===== config.mk =====
export PLATFORM = sky130hd
export DESIGN_NAME = pe_loader
export DESIGN_NICKNAME = d
export VERILOG_FILES = /design/src/rtl/pe_loader.sv
export SDC_FILE = /design/constraint.sdc
export NUM_CORES = 1
export LEC_CHECK = 0
export ABC_AREA = 0
export ABC_CLOCK_PERIOD_IN_PS = 4300
export BUFFER_PORTS_ARGS = -buffer_cell sky130_fd_sc_hd__buf_2
export CAP_MARGIN = 20
export CORE_AREA = 2 2 219 221
export CTS_CLUSTER_DIAMETER = 50
export DETAILED_ROUTE_END_ITERATION = 10
export DIE_AREA = 0 0 221 223
export PLACE_DENSITY = 0.64
export SETUP_SLACK_MARGIN = 0.15
export SYNTH_ARGS = -nofsm -noshare
export SYNTH_HDL_FRONTEND = slang
export SYNTH_SLANG_ARGS = --single-unit
export TNS_END_PERCENT = 20

===== constraint.sdc =====
create_clock -name clk -period 4.3 [get_ports clk]
set_input_delay 0.215 -clock clk [delete_from_list [all_inputs] [get_ports clk]]
set_output_delay 0.215 -clock clk [all_outputs]
set_load 0.02 [all_outputs]

===== src/rtl/pe_loader.sv =====
`default_nettype none
// ============================================================================
// Module   : pe_loader
// Purpose  : Upstream sequencer for one pe. Converts a single valid/ready
//            host word stream into the pe load protocol for each frame:
//              1. optional instruction burst (inst_in_v / inst_in),
//              2. gap-free data burst of 2*REG_NUM words (din_pe_v / din_pe),
//              3. timed run window of ITER_NUM iterations of ITER_LEN cycles,
//                 with alpha_v high during the final iteration.
//            Host stalls during data loading are absorbed by an internal
//            buffer, so the pe never sees a hole in din_pe_v.
//
// Ports    : clk        in   clock
//            rst        in   asynchronous active-low reset
//            start      in   frame start pulse, sampled only in IDLE
//            load_inst  in   sampled with start: 1 = program + data, 0 = data
//            s_valid    in   host word valid
//            s_ready    out  host word ready
//            s_data     in   host word (instruction or data), INST_WIDTH bits
//            inst_in_v  out  instruction valid to pe
//            inst_in    out  instruction to pe, INST_WIDTH bits
//            din_pe_v   out  data valid to pe
//            din_pe     out  data word to pe, 2*DATA_WIDTH bits
//            alpha_v    out  last-iteration flag to pe
//            busy       out  high in every state except IDLE
//            done       out  one-cycle end-of-frame pulse
//
// Notes    : INST_WIDTH must equal 2*DATA_WIDTH; the host word carries either
//            an instruction or a data word on the same bus.
//            REG_NUM >= 1 and ITER_NUM >= 1 are assumed.
//
// Revision : 1.0 - initial release
// ============================================================================
module pe_loader #(
  parameter int DATA_WIDTH = 16,
  parameter int INST_WIDTH = 32,
  parameter int INST_NUM   = 16,
  parameter int REG_NUM    = 8,
  parameter int ITER_LEN   = 16,
  parameter int ITER_NUM   = 4
) (
  input  logic                    clk,
  input  logic                    rst,
  input  logic                    start,
  input  logic                    load_inst,
  input  logic                    s_valid,
  output logic                    s_ready,
  input  logic [INST_WIDTH-1:0]   s_data,
  output logic                    inst_in_v,
  output logic [INST_WIDTH-1:0]   inst_in,
  output logic                    din_pe_v,
  output logic [2*DATA_WIDTH-1:0] din_pe,
  output logic                    alpha_v,
  output logic                    busy,
  output logic                    done
);

  // --------------------------------------------------------------------------
  // Derived sizes and terminal values
  // --------------------------------------------------------------------------
  localparam int c_DW2       = 2 * DATA_WIDTH;
  localparam int c_BURST_LEN = 2 * REG_NUM;
  localparam int c_IDX_W     = (c_BURST_LEN > 1) ? $clog2(c_BURST_LEN) : 1;
  // One extra pointer bit so that "full" (== c_BURST_LEN) is distinct from 0.
  localparam int c_PTR_W     = c_IDX_W + 1;
  localparam int c_RUN_LEN   = ITER_LEN * ITER_NUM;
  localparam int c_CNT_W     = $clog2(c_RUN_LEN + 1);
  localparam int c_ICNT_W    = $clog2(INST_NUM + 1);

  localparam logic [c_PTR_W-1:0]  c_PTR_FULL    = c_PTR_W'(c_BURST_LEN);
  localparam logic [c_PTR_W-1:0]  c_PTR_LAST    = c_PTR_W'(c_BURST_LEN - 1);
  localparam logic [c_CNT_W-1:0]  c_CNT_LAST    = c_CNT_W'(c_RUN_LEN - 1);
  localparam logic [c_CNT_W-1:0]  c_ALPHA_START = c_CNT_W'((ITER_NUM - 1) * ITER_LEN);
  localparam logic [c_ICNT_W-1:0] c_INST_LAST   = c_ICNT_W'(INST_NUM - 1);

  // --------------------------------------------------------------------------
  // State encoding
  // --------------------------------------------------------------------------
  typedef enum logic [2:0] {
    S_IDLE  = 3'd0,
    S_INST  = 3'd1,
    S_FILL  = 3'd2,
    S_BURST = 3'd3,
    S_RUN   = 3'd4
  } state_e;

  state_e state_q, state_d;

  // Counters and pointers
  logic [c_ICNT_W-1:0] icnt_q, icnt_d;   // instruction handshakes this frame
  logic [c_PTR_W-1:0]  wptr_q, wptr_d;   // buffer write pointer
  logic [c_PTR_W-1:0]  rptr_q, rptr_d;   // buffer read pointer
  logic [c_CNT_W-1:0]  cnt_q,  cnt_d;    // run-window cycle counter

  // Registered pe-side outputs
  logic                  inst_in_v_q, inst_in_v_d;
  logic [INST_WIDTH-1:0] inst_in_q,   inst_in_d;
  logic                  din_pe_v_q,  din_pe_v_d;
  logic [c_DW2-1:0]      din_pe_q,    din_pe_d;

  // Data buffer (no reset: contents are always rewritten before being read)
  logic [c_DW2-1:0] mem_q [c_BURST_LEN];

  logic w_hs;       // host handshake this cycle
  logic w_mem_we;   // buffer write strobe
  logic w_rd_en;    // buffer read into din_pe register

  // --------------------------------------------------------------------------
  // Host-side ready. Purely a function of registered state, so it drops to 0
  // the moment reset is asserted (state goes to IDLE asynchronously).
  // --------------------------------------------------------------------------
  assign s_ready = (state_q == S_INST) ||
                   ((state_q == S_FILL) && (wptr_q < c_PTR_FULL));
  assign w_hs    = s_valid && s_ready;

  // --------------------------------------------------------------------------
  // Next-state and output logic
  // --------------------------------------------------------------------------
  always_comb begin
    state_d     = state_q;
    icnt_d      = icnt_q;
    wptr_d      = wptr_q;
    rptr_d      = rptr_q;
    cnt_d       = cnt_q;
    inst_in_v_d = 1'b0;
    inst_in_d   = inst_in_q;
    din_pe_v_d  = 1'b0;
    din_pe_d    = din_pe_q;
    w_mem_we    = 1'b0;
    w_rd_en     = 1'b0;
    alpha_v     = 1'b0;
    done        = 1'b0;

    unique case (state_q)
      S_IDLE: begin
        if (start) begin
          icnt_d  = '0;
          wptr_d  = '0;
          rptr_d  = '0;
          cnt_d   = '0;
          state_d = load_inst ? S_INST : S_FILL;
        end
      end

      // Instructions pass straight through with one cycle of latency; a host
      // stall simply produces a gap in inst_in_v.
      S_INST: begin
        if (w_hs) begin
          inst_in_v_d = 1'b1;
          inst_in_d   = s_data;
          icnt_d      = icnt_q + 1'b1;
          if (icnt_q == c_INST_LAST) begin
            wptr_d  = '0;
            rptr_d  = '0;
            state_d = S_FILL;
          end
        end
      end

      // Collect the whole data burst before releasing any of it, so the
      // burst towards the pe can be emitted without holes.
      S_FILL: begin
        if (w_hs) begin
          w_mem_we = 1'b1;
          wptr_d   = wptr_q + 1'b1;
          if (wptr_q == c_PTR_LAST) begin
            // Pre-load word 0 on the way out so din_pe_v is high in the
            // very first BURST cycle. Word 0 was written in an earlier
            // cycle, so reading it now is safe.
            w_rd_en = 1'b1;
            state_d = S_BURST;
          end
        end
      end

      // rptr_q counts words already presented; once all of them have been
      // shown (rptr_q == full) this is the last burst cycle.
      S_BURST: begin
        if (rptr_q == c_PTR_FULL) begin
          cnt_d   = '0;
          state_d = S_RUN;
        end else begin
          w_rd_en = 1'b1;
        end
      end

      // done is raised in the final run cycle, so a start presented in the
      // same cycle is seen outside IDLE and ignored.
      S_RUN: begin
        alpha_v = (cnt_q >= c_ALPHA_START);
        if (cnt_q == c_CNT_LAST) begin
          done    = 1'b1;
          state_d = S_IDLE;
        end else begin
          cnt_d = cnt_q + 1'b1;
        end
      end

      default: begin
        state_d = S_IDLE;
      end
    endcase

    if (w_rd_en) begin
      din_pe_v_d = 1'b1;
      din_pe_d   = mem_q[rptr_q[c_IDX_W-1:0]];
      rptr_d     = rptr_q + 1'b1;
    end
  end

  // --------------------------------------------------------------------------
  // State, counters and output registers
  // --------------------------------------------------------------------------
  always_ff @(posedge clk or negedge rst) begin
    if (!rst) begin
      state_q     <= S_IDLE;
      icnt_q      <= '0;
      wptr_q      <= '0;
      rptr_q      <= '0;
      cnt_q       <= '0;
      inst_in_v_q <= 1'b0;
      inst_in_q   <= '0;
      din_pe_v_q  <= 1'b0;
      din_pe_q    <= '0;
    end else begin
      state_q     <= state_d;
      icnt_q      <= icnt_d;
      wptr_q      <= wptr_d;
      rptr_q      <= rptr_d;
      cnt_q       <= cnt_d;
      inst_in_v_q <= inst_in_v_d;
      inst_in_q   <= inst_in_d;
      din_pe_v_q  <= din_pe_v_d;
      din_pe_q    <= din_pe_d;
    end
  end

  // --------------------------------------------------------------------------
  // Data buffer write port
  // --------------------------------------------------------------------------
  always_ff @(posedge clk) begin
    if (w_mem_we) begin
      mem_q[wptr_q[c_IDX_W-1:0]] <= s_data;
    end
  end

  // --------------------------------------------------------------------------
  // Outputs
  // --------------------------------------------------------------------------
  assign inst_in_v = inst_in_v_q;
  assign inst_in   = inst_in_q;
  assign din_pe_v  = din_pe_v_q;
  assign din_pe    = din_pe_q;
  assign busy      = (state_q != S_IDLE);

endmodule

`default_nettype wire


## Yosys cells after proc, flatten, opt, wreduce, memory -nomap -nowiden

Memories as Yosys holds them, arrays and structs flattened. A register that Yosys moved wholly into a read port is not among the register bits.
Index checks and enable logic that the tools add are counted.

- Memory bits (writable): 512
- Input port bits: 37
- Word-level logic and storage cells: 85
- Output and inout bits: 70
- Register bits after elaboration: 59
- Memories kept: 1

Memory list:

| memory | words | bits a word | read ports | clocked after Yosys merged registers in | wr ports | RTL line | RTL |
|---|---|---|---|---|---|---|---|
| mem_q | 16 | 32 | 1 | 1 | 1 | 102 | `logic [c_DW2-1:0] mem_q [c_BURST_LEN];` |

- Reduce and logical (&&, ||, !) cells: 16
- Order comparisons: 2
- Multiplexer cells: 35
- $add $sub $neg: 4
- Eq/ne operators: 19

Operator list:

| operator | count |
|---|---|
| $mux W5 | 6 |
| $mux W3 | 7 |
| $mux W7 | 3 |
| $pmux W7 S3 | 1 |
| $pmux W5 S2 | 2 |
| $add A5 B1 Y5 const B | 3 |
| $pmux W3 S5 | 1 |
| $pmux W5 S3 | 1 |
| $mux W1 | 12 |
| $ne A2 B2 Y1 const B | 6 |
| $reduce_bool A3 Y1 | 4 |
| $eq A5 B4 Y1 const B | 2 |
| $reduce_and A4 Y1 | 2 |
| $add A7 B1 Y7 const B | 1 |
| $eq A7 B6 Y1 const B | 1 |
| $ge A7 B6 Y1 const B | 1 |
| $reduce_and A7 Y1 | 1 |
| $eq A3 B2 Y1 const B | 2 |
| $ne A3 B3 Y1 const B | 2 |
| $eq A5 B5 Y1 const B | 1 |
| $lt A5 B5 Y1 const B | 1 |
| $reduce_and A5 Y1 | 1 |
| $ne A2 B1 Y1 const B | 2 |
| $eq A3 B1 Y1 const B | 1 |
| other kinds (11) | 12 |

## Depth between registers and ports, before layout

- Word-level depth: 8
- Gate-level depth with buffers: 10

## Worst setup path before layout

No wires, ideal clock.

- Path type: register to register
- Start point: register state_q[0]
- End point: memory mem_q[0][0] (netlist bit) (enable)
- Buffers on the path: 2
- Arrival: 3.455 ns
- Data required time: 3.839 ns
- Library setup time: 0.461 ns
- Setup slack: 0.384 ns
- Stages on the path, launching flop included: 7
- Cell sequence: dfrtp_1 > buf_2 > nor2_1 > and3_1 > buf_2 > nand2_1 > nor3_1

- Cells in the longest elaborated chain, start to end: 8

Ends and longest elaborated chain:

| item | RTL line | RTL |
|---|---|---|
| start: declaration | 87 | `state_e state_q, state_d;` |
| start signal: assignment | 226 | `state_q <= state_d;` |
| $eq A3 B2 Y1 | 113, 134 |  |
| $logic_and A1 B1 Y1 | 113 | `((state_q == S_FILL) && (wptr_q < c_PTR_FULL));` |
| $logic_or A1 B1 Y1 | 112 | `assign s_ready = (state_q == S_INST) \|\|` |
| $logic_and A1 B1 Y1 | 114 | `assign w_hs = s_valid && s_ready;` |
| $mux W1 | 163 | `if (w_hs) begin` |
| $mux W1 * | 134 | `unique case (state_q)` |
| $mux W1 * | 242 | `if (w_mem_we) begin` |
| $mux W1 (not written as such) * | 243 | `mem_q[wptr_q[c_IDX_W-1:0]] <= s_data;` |
| end: declaration | 102 |  |

Every way passes the cells marked *; elsewhere a longest branch is shown, timed or not.

## Worst setup path after layout

- Start point: register state_q[1]
- End point: memory mem_q[15][9] (netlist bit) (enable)

The elaborated chain is that of the path after synthesis.

==> run metrics <==
I/O pin count=between 100 and 150; final setup skew=around 0.028 ns; layout cells sized above 1=31.4%; Synth Cell Area=about 23,000 um^2; Die Span Y=about 220 um; status=finished clean; Max FO, Critical Path=23; Arrival @ worst endpoint=3.52 ns; register area share after synthesis=approximately three quarters; total iterations of the first detailed-routing run=5; clk root buf=clkbuf_16; crit path from=state_q[1]$_DFFE_PN0P_; post-cts resize count=0; PwrDens=623 nW/um^2; antenna violations before repair=1; P_leak=between 9 and 10 nW; Setup crit end kind=flip-flop; CTS Sinks=603; EDFF count, synth=between 500 and 600; CP endpoint=mem_q[15][9]$_DFFE_PP_; Total GRT Usage=a little over a fifth; CP Class=reg -> reg; met2 Use GR=33.1%; M3 GR Usage=5.82%; DP HPWL=between 30,000 and 40,000 um; critical path launch point type=flip-flop; synth cell count leaders=edfxtp_1, mux4_2, dfrtp_1; synth top area cells=edfxtp_1, mux4_2, dfrtp_1; Initial Util=49.4%; Setup TNS Final=0 ns; first-pass GRT wire length=between 70,000 and 80,000 um; Async SR Flop Fraction=between 10% and 20%; via count=11,700; post-synth cell types=52; DP Area=roughly 25,000 um^2; Core ar.=approximately 47,000 um^2; std cell rows=80; worst skew pair latency=0.58 ns; drt wl/cell=roughly 27 um; fin crit period=~3.2 ns; DRT antenna net count=0; CTS buffer count=67; area growth from synthesis to layout=15.3%; CP required=~4.6 ns; H-Tree Depth=3; slew of the pin with the lowest slew margin=around 1.2 ns; r2r worst-path depth=5; share of the synthesized area in the top cell type=around 66%; syn nets=1,199; die area=a little under 50,000 um^2; worst slack, placed=approximately 1.0 ns; Reg2Reg Capture Point=mem_q[15][9]$_DFFE_PP_; gr ovfl total=0; Yosys top cell by area=edfxtp_1; synthesized area per cell=20.2 um^2; CTS Buffer Depth=3; Worst slew margin=22.9%; #FFs+latches synth=roughly 600; synth warn=0; total power=about 17 mW; dominant synthesized flop cell=edfxtp_1; max_cap viols=0; origin of the critical flop-to-flop path=state_q[1]$_DFFE_PN0P_; post-route cell area=roughly 27,000 um^2; IR drop worst, VDD=roughly 440 uV; Chip Width=221 um; final net count=approximately 1,300; RSZ-0062 raised after global routing=false; worst reg-to-reg setup slack=between 1 and 1.5 ns; final WL=52,700 um; Gate Count Post-Synth=~1,200; input/output buffers=between 100 and 150; most common cell in the netlist=edfxtp_1; largest net degree at the start of global routing=59; setup ws final=around 1.1 ns; final hold violations=0; # diodes=0; gpl congestion=0.778; DRC viols=0; clk slew on worst S/H paths=around 0.060 ns; GRT met1 Usage=around a third; initial detailed-routing violation count=1,473; Final setup viols=0; maximum clock frequency=309 MHz; Tcrit/Tclk final=between 70% and 80%; vias per inst=roughly 6; max-slew violation count=0; grt peak-use layer=met2; Hold Crit Class=in -> reg; number of global-route vias before repair=around 12,000; CTS tree=built
[worst min-delay path by stage]
stage | slack (ns) | endpoint | cells after the start | from
6_report | 0.04 | mem_q[8][20]$_DFFE_PP_ | 1 | s_data[20]
2_1_floorplan | -0.08 | cnt_q[0]$_DFFE_PN0P_ | 0 | rst
4_1_cts | 0.02 | mem_q[11][15]$_DFFE_PP_ | 1 | s_data[15]
3_3_place_gp | 0.37 | din_pe[6]$_DFFE_PN0P_ | 1 | rst
5_1_grt | 0.05 | mem_q[3][15]$_DFFE_PP_ | 1 | s_data[15]
3_5_place_dp | 0.37 | din_pe[6]$_DFFE_PN0P_ | 1 | rst
[critical path, stage by stage (launching register included)]
cell     delay (ns)
dfrtp_1        0.76
nor2b_1        0.37
and3_1         0.48
nand2_1        0.31
nor2_4         0.74
buf_4          0.28
[sequential cells by signal, summed over array words and instances (netlist names)]
register,cells
inst_in,32
mem_q,512
wptr_q,5
cnt_q,7
icnt_q,5
rptr_q,5
din_pe,32
inst_in_v,1
din_pe_v,1
state_q,3
[where the power goes]
part / switching (mW) / internal, mW
Sequential: 0.381 / 6.93
Combinational: 2.30 / 1.45
Clock: 2.23 / 3.44
[cell usage in the layout, fill, tap and decap left out, drive strengths merged, types with 2 or more instances in the layout]
cell | netlist | layout
and4bb | 2 | 2
a21o | 35 | 35
and3 | 4 | 4
nand2 | 81 | 81
nor2b | 4 | 4
a311oi | 32 | 32
mux2 | 33 | 33
a221oi | 2 | 2
o31ai | 2 | 2
bufinv | 0 | 6
clkinvlp | 0 | 2
mux2i | 4 | 4
nor2 | 21 | 21
or3 | 4 | 4
dlygate4sd3 | 0 | 3
buf | 43 | 137
nand3 | 8 | 8
a31oi | 2 | 2
clkbuf | 23 | 91
edfxtp | 512 | 512
clkinv | 1 | 19
mux4 | 128 | 128
a21oi | 12 | 12
inv | 14 | 18
o21ai | 14 | 14
nor4b | 4 | 4
ha | 11 | 11
xnor2 | 2 | 2
a22o | 2 | 2
o22ai | 33 | 33
nand2b | 3 | 3
nor3 | 6 | 6
dfrtp | 91 | 91
or2 | 3 | 3
a211oi | 2 | 2
[through the flow]
stage / hold slack (ns) / util [%] / cells
2_1_floorplan: -0.0806 / - / 1151
3_3_place_gp: 0.367 / 52.2 / 1837
3_5_place_dp: 0.372 / 52.2 / 1837
4_1_cts: 0.0164 / 56.9 / 1961
5_1_grt: 0.0475 / 56.9 / 1961
6_report: 0.0446 / 56.9 / 1961
[layer usage]
| metal | share of wire [%] | wire (um) | vias up |
|---|---|---|---|
| li1 | - | - | 5010 |
| met1 | 43 | 22500 | 6188 |
| met2 | 47 | 24700 | 488 |
| met3 | 9.1 | 4800 | 50 |
| met4 | 1.3 | 678 | 0 |
| met5 | 0 | 0 | - |
[timing repair]
action | CTS | global route
setup buffers | 0 | 0
hold buffers | 3 | 0
hold endpoints to repair | 61 | 0
endpoints found under the setup margin | 0 | 0
[cell type report]
cell class,count,area [um^2]
clock buffer,91,1880
clock inverter,30,320
fill,3518,20300
inverter,15,56.3
multi-input combinational,467,5300
sequential,603,17700
tap,615,769
timing repair buffer,140,846
[cell families (layout without fill, tap and decap cells)]
| kind of cell | after synthesis | in the layout | share of synthesized area (%) |
|---|---|---|---|
| flops | 603 | 603 | 75.8 |
| mux | 165 | 165 | 14.2 |
| simple gates | 147 | 147 | 2.99 |
| compound gates | 142 | 142 | 4.47 |
| buf+inv | 81 | 276 | 1.87 |
| fa+ha+maj | 11 | 11 | 0.591 |
| xor+xnor | 2 | 2 | 0.0753 |
Power figures use the tool's default switching activity.
